## src/rtl/debounce_pkg.sv

```systemverilog
// Shared types and defaults for the scanned switch debouncer.
// The optional auto-repeat feature is enabled by defining DEBOUNCE_SCAN_REPEAT_EN.
package debounce_pkg;

  typedef enum logic {
    IDLE = 1'b0,
    SCAN = 1'b1
  } scan_state_e;

  localparam int DefNumSw        = 4;
  localparam int DefClksPerTick  = 2500;
  localparam int DefTicksLimit   = 100;
  localparam int DefRepeatTicks  = 2500;

  // Width that holds every count up to the larger limit minus one; never zero.
  function automatic int cnt_width(input int limitA, input int limitB);
    int maxLimit;
    maxLimit = (limitA > limitB) ? limitA : limitB;
    return (maxLimit < 2) ? 1 : $clog2(maxLimit);
  endfunction

endpackage

```

## src/rtl/debounce_tick_gen.sv

```systemverilog
// Shared sample-tick prescaler: counts 0..CLKS_PER_TICK-1 and pulses o_Tick at terminal count.
module debounce_tick_gen
  import debounce_pkg::*;
#(
  parameter int CLKS_PER_TICK = DefClksPerTick
) (
  input  logic i_Clk,
  input  logic i_Reset,
  output logic o_Tick
);

  localparam int PW = (CLKS_PER_TICK < 2) ? 1 : $clog2(CLKS_PER_TICK);
  localparam logic [PW-1:0] LastCount = PW'(CLKS_PER_TICK - 1);

  logic [PW-1:0] presc_q, presc_d;

  assign o_Tick  = (presc_q == LastCount);
  assign presc_d = o_Tick ? '0 : presc_q + 1'b1;

  always_ff @(posedge i_Clk or posedge i_Reset) begin
    if (i_Reset) presc_q <= '0;
    else         presc_q <= presc_d;
  end

endmodule

```

## src/rtl/debounce_scan_ctrl.sv

```systemverilog
// Time-multiplexed debouncer: one scan FSM walks every channel once per tick through a shared datapath.
// Define DEBOUNCE_SCAN_REPEAT_EN to add auto-repeat press pulses while a switch is held.
module debounce_scan_ctrl
  import debounce_pkg::*;
#(
  parameter int NUM_SW        = DefNumSw,
  parameter int CLKS_PER_TICK = DefClksPerTick,
  parameter int TICKS_LIMIT   = DefTicksLimit,
  parameter int REPEAT_TICKS  = DefRepeatTicks
) (
  input  logic              i_Clk,
  input  logic              i_Reset,
  input  logic [NUM_SW-1:0] i_Switch,
  output logic [NUM_SW-1:0] o_Switch,
  output logic [NUM_SW-1:0] o_Press,
  output logic [NUM_SW-1:0] o_Release,
  output logic              o_Scan_Busy
);

  localparam int CW = cnt_width(TICKS_LIMIT, REPEAT_TICKS);
  localparam int IW = (NUM_SW < 2) ? 1 : $clog2(NUM_SW);
  localparam logic [IW-1:0] LastIdx = IW'(NUM_SW - 1);
  localparam logic [CW-1:0] FlipCnt = CW'(TICKS_LIMIT - 1);

  logic [NUM_SW-1:0] sync1_q, sync2_q;
  logic [NUM_SW-1:0] sw_q, press_q, release_q;
  logic [CW-1:0]     cnt_q [NUM_SW];
  scan_state_e       state_q, state_d;
  logic [IW-1:0]     idx_q, idx_d;
  logic              pending_q, pending_d;
  logic              tick, visit, curSync, flip, repFire;
  logic [CW-1:0]     cnt_d;

  debounce_tick_gen #(.CLKS_PER_TICK(CLKS_PER_TICK)) u_tick (
    .i_Clk   (i_Clk),
    .i_Reset (i_Reset),
    .o_Tick  (tick)
  );

  // A tick landing mid-scan is remembered so the next scan starts right after this one.
  always_comb begin
    state_d   = state_q;
    idx_d     = idx_q;
    pending_d = pending_q;
    visit     = 1'b0;
    case (state_q)
      IDLE: begin
        if (tick) begin
          state_d = SCAN;
          idx_d   = '0;
        end
      end
      SCAN: begin
        visit = 1'b1;
        if (idx_q == LastIdx) begin
          idx_d = '0;
          if (pending_q || tick) begin
            state_d   = SCAN;
            pending_d = 1'b0;
          end else begin
            state_d = IDLE;
          end
        end else begin
          idx_d = idx_q + 1'b1;
          if (tick) pending_d = 1'b1;
        end
      end
      default: state_d = IDLE;
    endcase
  end

  always_ff @(posedge i_Clk or posedge i_Reset) begin
    if (i_Reset) begin
      state_q   <= IDLE;
      idx_q     <= '0;
      pending_q <= 1'b0;
      sync1_q   <= '0;
      sync2_q   <= '0;
    end else begin
      state_q   <= state_d;
      idx_q     <= idx_d;
      pending_q <= pending_d;
      sync1_q   <= i_Switch;
      sync2_q   <= sync1_q;
    end
  end

  assign curSync = sync2_q[idx_q];

  // Shared compare/update for the channel being visited this cycle.
  always_comb begin
    cnt_d = cnt_q[idx_q];
    flip  = 1'b0;
    if (curSync != sw_q[idx_q]) begin
      if (cnt_q[idx_q] == FlipCnt) begin
        flip  = 1'b1;
        cnt_d = '0;
      end else begin
        cnt_d = cnt_q[idx_q] + 1'b1;
      end
    end else begin
      cnt_d = '0;
    end
  end

`ifdef DEBOUNCE_SCAN_REPEAT_EN
  localparam logic [CW-1:0] RepeatCnt = CW'(REPEAT_TICKS - 1);

  logic [CW-1:0] rep_q [NUM_SW];
  logic [CW-1:0] rep_d;

  // Separate hold counter so a repeat count in progress never shortens a release debounce.
  always_comb begin
    rep_d   = '0;
    repFire = 1'b0;
    if (curSync && sw_q[idx_q]) begin
      if (rep_q[idx_q] == RepeatCnt) repFire = 1'b1;
      else                           rep_d   = rep_q[idx_q] + 1'b1;
    end
  end

  always_ff @(posedge i_Clk or posedge i_Reset) begin
    if (i_Reset)    rep_q        <= '{default: '0};
    else if (visit) rep_q[idx_q] <= rep_d;
  end
`else
  assign repFire = 1'b0;
`endif

  always_ff @(posedge i_Clk or posedge i_Reset) begin
    if (i_Reset) begin
      cnt_q     <= '{default: '0};
      sw_q      <= '0;
      press_q   <= '0;
      release_q <= '0;
    end else begin
      press_q   <= '0;
      release_q <= '0;
      if (visit) begin
        cnt_q[idx_q]     <= cnt_d;
        press_q[idx_q]   <= (flip & curSync) | repFire;
        release_q[idx_q] <= flip & ~curSync;
        if (flip) sw_q[idx_q] <= curSync;
      end
    end
  end

  assign o_Switch    = sw_q;
  assign o_Press     = press_q;
  assign o_Release   = release_q;
  assign o_Scan_Busy = (state_q == SCAN);

endmodule

```

## config.mk

```make
export PLATFORM = sky130hd
export DESIGN_NAME = debounce_scan_ctrl
export DESIGN_NICKNAME = d
export VERILOG_FILES = /design/src/rtl/debounce_pkg.sv /design/src/rtl/debounce_tick_gen.sv /design/src/rtl/debounce_scan_ctrl.sv
export SDC_FILE = /design/constraint.sdc
export NUM_CORES = 1
export LEC_CHECK = 0
export BUFFER_PORTS_ARGS = -buffer_cell sky130_fd_sc_hd__buf_2
export CORE_UTILIZATION = 65
export DETAILED_ROUTE_END_ITERATION = 10
export PLACE_DENSITY = 0.93
export SYNTH_ARGS = -nofsm -noshare
export SYNTH_HDL_FRONTEND = slang
export SYNTH_SLANG_ARGS = --single-unit
```

## constraint.sdc

```tcl
create_clock -name i_Clk -period 5.8 [get_ports i_Clk]
set_input_delay 0.29 -clock i_Clk [delete_from_list [all_inputs] [get_ports i_Clk]]
set_output_delay 0.29 -clock i_Clk [all_outputs]
set_load 0.02 [all_outputs]
```

==> After elaboration in Yosys (flattened, before gate mapping) <==
Index checks and enable logic that the tools add are counted.
{ "word_totals": {"inputBits": 6, "out_inout_bits": 13, "wordCells": 70, "ff_bits": 84} }
{ "classes": {"order_cmp": 4, "muxes": 31, "eq_ne": 6, "add_sub_neg": 3, "n_reduce_logical": 6, "n_bitwise": 7} }
{ "op_table": {"columns": ["op", "count"], "rows": [
  ["12-bit 2-to-1 mux", 6],
  ["48-bit bitwise mux", 1],
  ["12-bit by 1-bit adder with 12-bit output (second input constant)", 2],
  ["12-bit binary-select mux with 2-bit select", 1],
  ["12-bit demux with 2-bit select", 1],
  ["12-bit == test (second input constant)", 1],
  ["12-bit by 7-bit == test with 1-bit output (second input constant)", 1],
  ["1-bit 2-to-1 mux", 12],
  ["4-bit bitwise AND", 2],
  ["4-bit 2-to-1 mux", 2],
  ["1-bit binary-select mux with 2-bit select", 2],
  ["4-bit bitwise mux", 1],
  ["2-bit 2-to-1 mux", 2],
  ["2-bit one-hot mux with 2 select lines", 1],
  ["3-bit greater-or-equal comparator (second input constant)", 1],
  ["2-bit by 3-bit < comparator with 1-bit output (second input constant)", 1],
  ["3-bit by 1-bit < comparator with 1-bit output (second input constant)", 1],
  ["2-bit NOT with 3-bit output", 1],
  ["3-bit AND reduction", 1],
  ["2-bit by 1-bit adder with 2-bit output (second input constant)", 1],
  ["1-bit bitwise AND", 2],
  ["1-bit demux with 2-bit select", 1],
  ["2-bit == test (second input constant)", 1],
  ["2-bit by 1-bit greater-or-equal comparator with 1-bit output (second input constant)", 1],
  ["other kinds (9)", 11]
]} }

==> Logic depth before layout (Yosys ltp) <==
{ "depth": {"ltp_word": 10, "ltp_mapped": 9, "mapped_depth_nobuf": 6} }

==> Cells and area by module <==
Synthesis repeated with hierarchy kept, for this count alone.
{ "unflattened": {"cells_unflattened": 332, "hier_area_um2": 3803.6} }
{ "modules_own_cells": {"columns": ["module", "n_inst", "seq_area_each_um2", "cells_each", "area_each_um2"], "rows": [
  ["debounce_scan_ctrl", 1, 1801.7, 277, 3214.3],
  ["debounce_tick_gen", 1, 300.3, 55, 589.3]
]} }

==> Least setup slack after synthesis <==
Ideal clock, no wire load.
{ "synth_timing": {"path_kind": "reg-to-reg", "start": "reg idx_q[0]", "end": "reg sw_q[1] (netlist: o_Switch[1])", "t_required_ns": 5.673, "setup_ns": 0.127, "path_buffers": 3, "arrival_time_ns": 2.509, "slack_ns": 3.164, "stages_incl_launch_ff": 9, "period_less_slack_ns": 2.636, "cell_sequence": "dfrtp_1 -> buf_6 -> buf_6 -> mux4_2 -> or4_4 -> or4_1 -> buf_2 -> o21ai_1 -> o31ai_1"} }
{ "synth_between": {"elab_chain_len": 8, "word_cells_on_any_way": 19, "cone_classes": "order compare (2); eq/ne (2); mux (12); bitwise (1); reduce/logical (2)"} }
{ "synth_rtl": {"columns": ["item", "line", "source"], "rows": [
  ["start: declaration", "debounce_scan_ctrl.sv:29", "logic [IW-1:0] idx_q, idx_d;"],
  ["start signal: assignment", "debounce_scan_ctrl.sv:81", "idx_q <= idx_d;"],
  ["2-bit NOT with 3-bit output (implied by the code)", "debounce_scan_ctrl.sv:95", "if (cnt_q[idx_q] == FlipCnt) begin"],
  ["12-bit binary-select mux with 2-bit select", "debounce_scan_ctrl.sv:95", null],
  ["12-bit 2-to-1 mux (implied by the code) (2 in series)", "debounce_scan_ctrl.sv:95", null],
  ["12-bit by 7-bit == test with 1-bit output", "debounce_scan_ctrl.sv:95", null],
  ["1-bit 2-to-1 mux", "debounce_scan_ctrl.sv:95", null],
  ["1-bit 2-to-1 mux", "debounce_scan_ctrl.sv:94", "if (curSync != sw_q[idx_q]) begin"],
  ["2-bit AND reduction (no line)", null, null],
  ["end signal: indexed assignment", "debounce_scan_ctrl.sv:143", "if (flip) sw_q[idx_q] <= curSync;"],
  ["end: declaration", "debounce_scan_ctrl.sv:26", "logic [NUM_SW-1:0] sw_q, press_q, release_q;"]
]} }
Several ways; a longest one is shown, not always the timed one. The select of a mux whose other input is x is not followed.
A chain may end at the register's enable or synchronous reset.

==> Final worst setup path <==
{ "layout_timing": {"start": "reg idx_q[0]", "end": "reg cnt_q[24] in the netlist's numbering"} }
{ "layout_between": {"elab_chain_len": 8, "word_cells_on_any_way": 19, "cone_classes": "add/sub (1); order compare (2); eq/ne (2); mux (12); bitwise (1); reduce/logical (1)"} }
{ "layout_rtl": {"columns": ["item", "line", "source"], "rows": [
  ["2-bit NOT with 3-bit output (implied by the code)", "debounce_scan_ctrl.sv:95, debounce_scan_ctrl.sv:99, debounce_scan_ctrl.sv:140", null],
  ["12-bit binary-select mux with 2-bit select", "debounce_scan_ctrl.sv:95, debounce_scan_ctrl.sv:99", null],
  ["12-bit 2-to-1 mux (implied by the code) (2 in series)", "debounce_scan_ctrl.sv:95, debounce_scan_ctrl.sv:99", null],
  ["12-bit by 1-bit adder with 12-bit output / 12-bit by 7-bit == test with 1-bit output (equally long branches)", "debounce_scan_ctrl.sv:99, debounce_scan_ctrl.sv:95", null],
  ["12-bit 2-to-1 mux", "debounce_scan_ctrl.sv:95", null],
  ["12-bit 2-to-1 mux", "debounce_scan_ctrl.sv:94", null],
  ["48-bit bitwise mux (*)", "debounce_scan_ctrl.sv:140", "cnt_q[idx_q] <= cnt_d;"],
  ["end signal: indexed assignment", "debounce_scan_ctrl.sv:140", null],
  ["end: declaration", "debounce_scan_ctrl.sv:27", "logic [CW-1:0] cnt_q [NUM_SW];"]
]} }
Mark *: on every way between the ends. The rest lies on a longest branch, timed or not. The select of a mux whose other input is x is not followed.

==> results.ini <==
[status]
status=complete, no violations

[synth]
synth-xor-area-share_pct=5.30
synthAdderAreaFrac_pct=2.06
synth_top_family_by_area=simple AND/OR/NAND/NOR gates
yosysWarnings=0
synth_common_cells=84 x dfrtp_1, 57 x nand2_1, 48 x o21ai_1, 20 x nor2_1, 15 x xnor2_1
synthTopCellsByArea=dfrtp_1 58%, mux4_2 8.7%, o21ai_1 6.6%
synth.most_common_cell=dfrtp_1
synthArstFlopShare_pct=100
synthMuxAreaShare_pct=8.98
ys_seq_area_share_pct=57.8
syn-cell-area_um2=3640
ys.flop_type=dfrtp_1
syn_area_per_cell_um2=11.3
synth_top_area_cell=dfrtp_1
synth-compound-area-share_pct=9.08
synthSimpleGateAreaFrac_pct=13.9
synthCells=323
yosysTopAreaCellShare_pct=57.8
ys_ff_latch=84
synth_cell_types=28
synth_edf_count=0
synth_nets=335

[sta]
rsz0062_at_grt=false
worstMarginPinSlew_ns=1.01
fin_worst_skew_ns=0.00844
hold_violations=0
max_freq_mhz=285
fin_crit_ns=3.51
setup_viol=0
finalCritPeriodShare_pct=60.6
tns_ns=0
whs_ns=0.0284
setup_slack_ns=2.29
drv_slew=0
relSlewSlack_pct=32.5

[power_and_ir_drop]
p_int_mw=0.792
power.leakage_nw=1.72
switching_share_pct=22.6
seqPwrFrac_pct=57.5
power.switching_mw=0.231
vdd_drop_max_mv=0.175
p_clk_share_pct=41.0
p_per_area_nw_per_um2=259
pwr-share-comb_pct=1.5

[clock_network]
cts_buffers=9
cts-root-buf=clkbuf_8
clk_pin_slew_worst_paths_ns=0.09
htree_levels=3
cts_setup_buffers=0
cts.path.max_buffers=2
worstSkewPairLatency_ns=0.36
cts-resized-gates=0
cts_tree=yes
ctsHoldBuffers=0
cts_sinks=84

[global_routing]
grt_usage_pct=29.8
grt_pass1_wl_um=13100
grt_start_max_net_pins=85
grt_pass1_vias=2794
overflow=0
antenna_found_initial=0

[floorplan]
ios=19
rows=26
start_util_pct=69.4
dieHeight_um=76.8
fp.coreArea_um2=5240
die_w_um=76.8
floorplan.die_area_um2=5900

[layout]
fin_nets=351
regArea_um2=2100
nFillCells=332
drive_above_1_share_pct=15.4
antenna_cells=0
multi_input_area_um2=1430
syn_to_final_growth_pct=8.57
utilization_pct=75.4
instances_no_fill=414

[placed_design]
place_congestion=0.821
placedCellCount=398
pre_cts_slack_ns=2.33
io_buffers=18
dpl.hpwl_um=4980

[worst_setup_path]
worst-r2r-setup-slack_ns=2.29
critical_path_required_ns=6.03
worstSetupPathType=reg2reg
critPathCaptureType=flop
arrival_ns=3.74
crit_path_start_kind=flop
worstReg2RegStart=idx_q[0]$_DFFE_PP0P_
crit_fanout=18
cp-startpoint=idx_q[0]$_DFFE_PP0P_

[routing]
routed-wl-met2_um=4130
routed_wl_um=7810
wire_per_inst_um=18.9
initialDrtViolationCount=238
met1_length_um=2960
met3_length_um=500
vias=2630
drc=0
drt.antenna.violating_nets=0
drtPass1Iterations=5
vias_per_cell=6.35
routed.top_layer=met4

[job]
max_cap_viol_count=0

[worst_hold_path]
min_from=i_Switch[3]
hp-class=in2reg

-- cell families (layout without fill, tap and decap cells) --
group	count (synthesis)	after routing
simple gates	114	114
buf+inv	22	43
flops	84	84
xor+xnor	22	22
compound gates	60	60
fa+ha+maj	6	6
mux	15	15
-- critical path, stage by stage, from the launching register on --
cell     delay, ns
dfrtp_1       1.00
mux4_2        0.67
or4_4         0.56
nor3_2        0.48
or3_1         0.51
o21ai_1       0.13
-- worst paths after layout --
check	cells past startpoint	end
min reg2reg	0	sync2_q[0]$_DFF_PP0_
min in group asynchronous	3	sync1_q[3]$_DFF_PP0_
min	1	sync1_q[3]$_DFF_PP0_
max	5	cnt_q[24]$_DFFE_PP0P_
max reg2reg	5	cnt_q[24]$_DFFE_PP0P_
max in group asynchronous	3	o_Release[1]$_DFF_PP0_
-- power groups by stage --
stage / logic, mW / registers [mW] / clock network [mW]
floorplan: 0.0108 / 0.600 / 0
global placement: 0.0156 / 0.600 / 0
detailed placement: 0.0161 / 0.601 / 0
CTS: 0.0162 / 0.589 / 0.422
global route: 0.0181 / 0.589 / 0.448
finish: 0.0155 / 0.589 / 0.419
-- layout make-up --
cell class                 instances  share of cell area (%)
tap                               70                    2.22
sequential                        84                    53.2
inverter                           8                   0.792
timing repair buffer              19                    2.47
clock buffer                       9                    3.14
multi-input combinational        217                    36.2
clock inverter                     7                    1.90
-- flip-flops by register name (all words and copies together), names as in the netlist --
signal and flops:
pending_q 1, o_Scan_Busy 1, sync1_q 4, o_Release 4, o_Switch 4, o_Press 4, idx_q 2, sync2_q 4
cnt_q 48, u_tick.presc_q 12
-- layout by cell type (no fill, tap or decap), types with 5 or more instances in the layout --
| cell | count |
|---|---|
| dfrtp_1 | 84 |
| nand2_1 | 57 |
| o21ai_1 | 48 |
| nor2_1 | 20 |
| buf_2 | 18 |
| xnor2_1 | 15 |
| mux4_2 | 14 |
| nand3_1 | 12 |
| nor3_1 | 9 |
| clkbuf_8 | 9 |
| inv_1 | 7 |
| xor2_1 | 7 |
| ha_1 | 6 |
| o31ai_1 | 5 |
-- per-layer routing --
| metal | vias up | track usage [%] |
|---|---|---|
| met4 | 0 | 14.8 |
| met2 | 119 | 52.1 |
| met5 | - | 0 |
| li1 | 1158 | - |
| met3 | 23 | 7.38 |
| met1 | 1330 | 34.0 |
-- per-stage QoR --
stage | total power [mW] | instance area (µm²)
after detailed placement | 0.617 | 3750
after CTS | 1.03 | 3950
after floorplan | 0.611 | 3640
after global routing | 1.05 | 3950
after global placement | 0.616 | 3750
final | 1.02 | 3950
No activity file was read; power rests on OpenSTA's default activity.
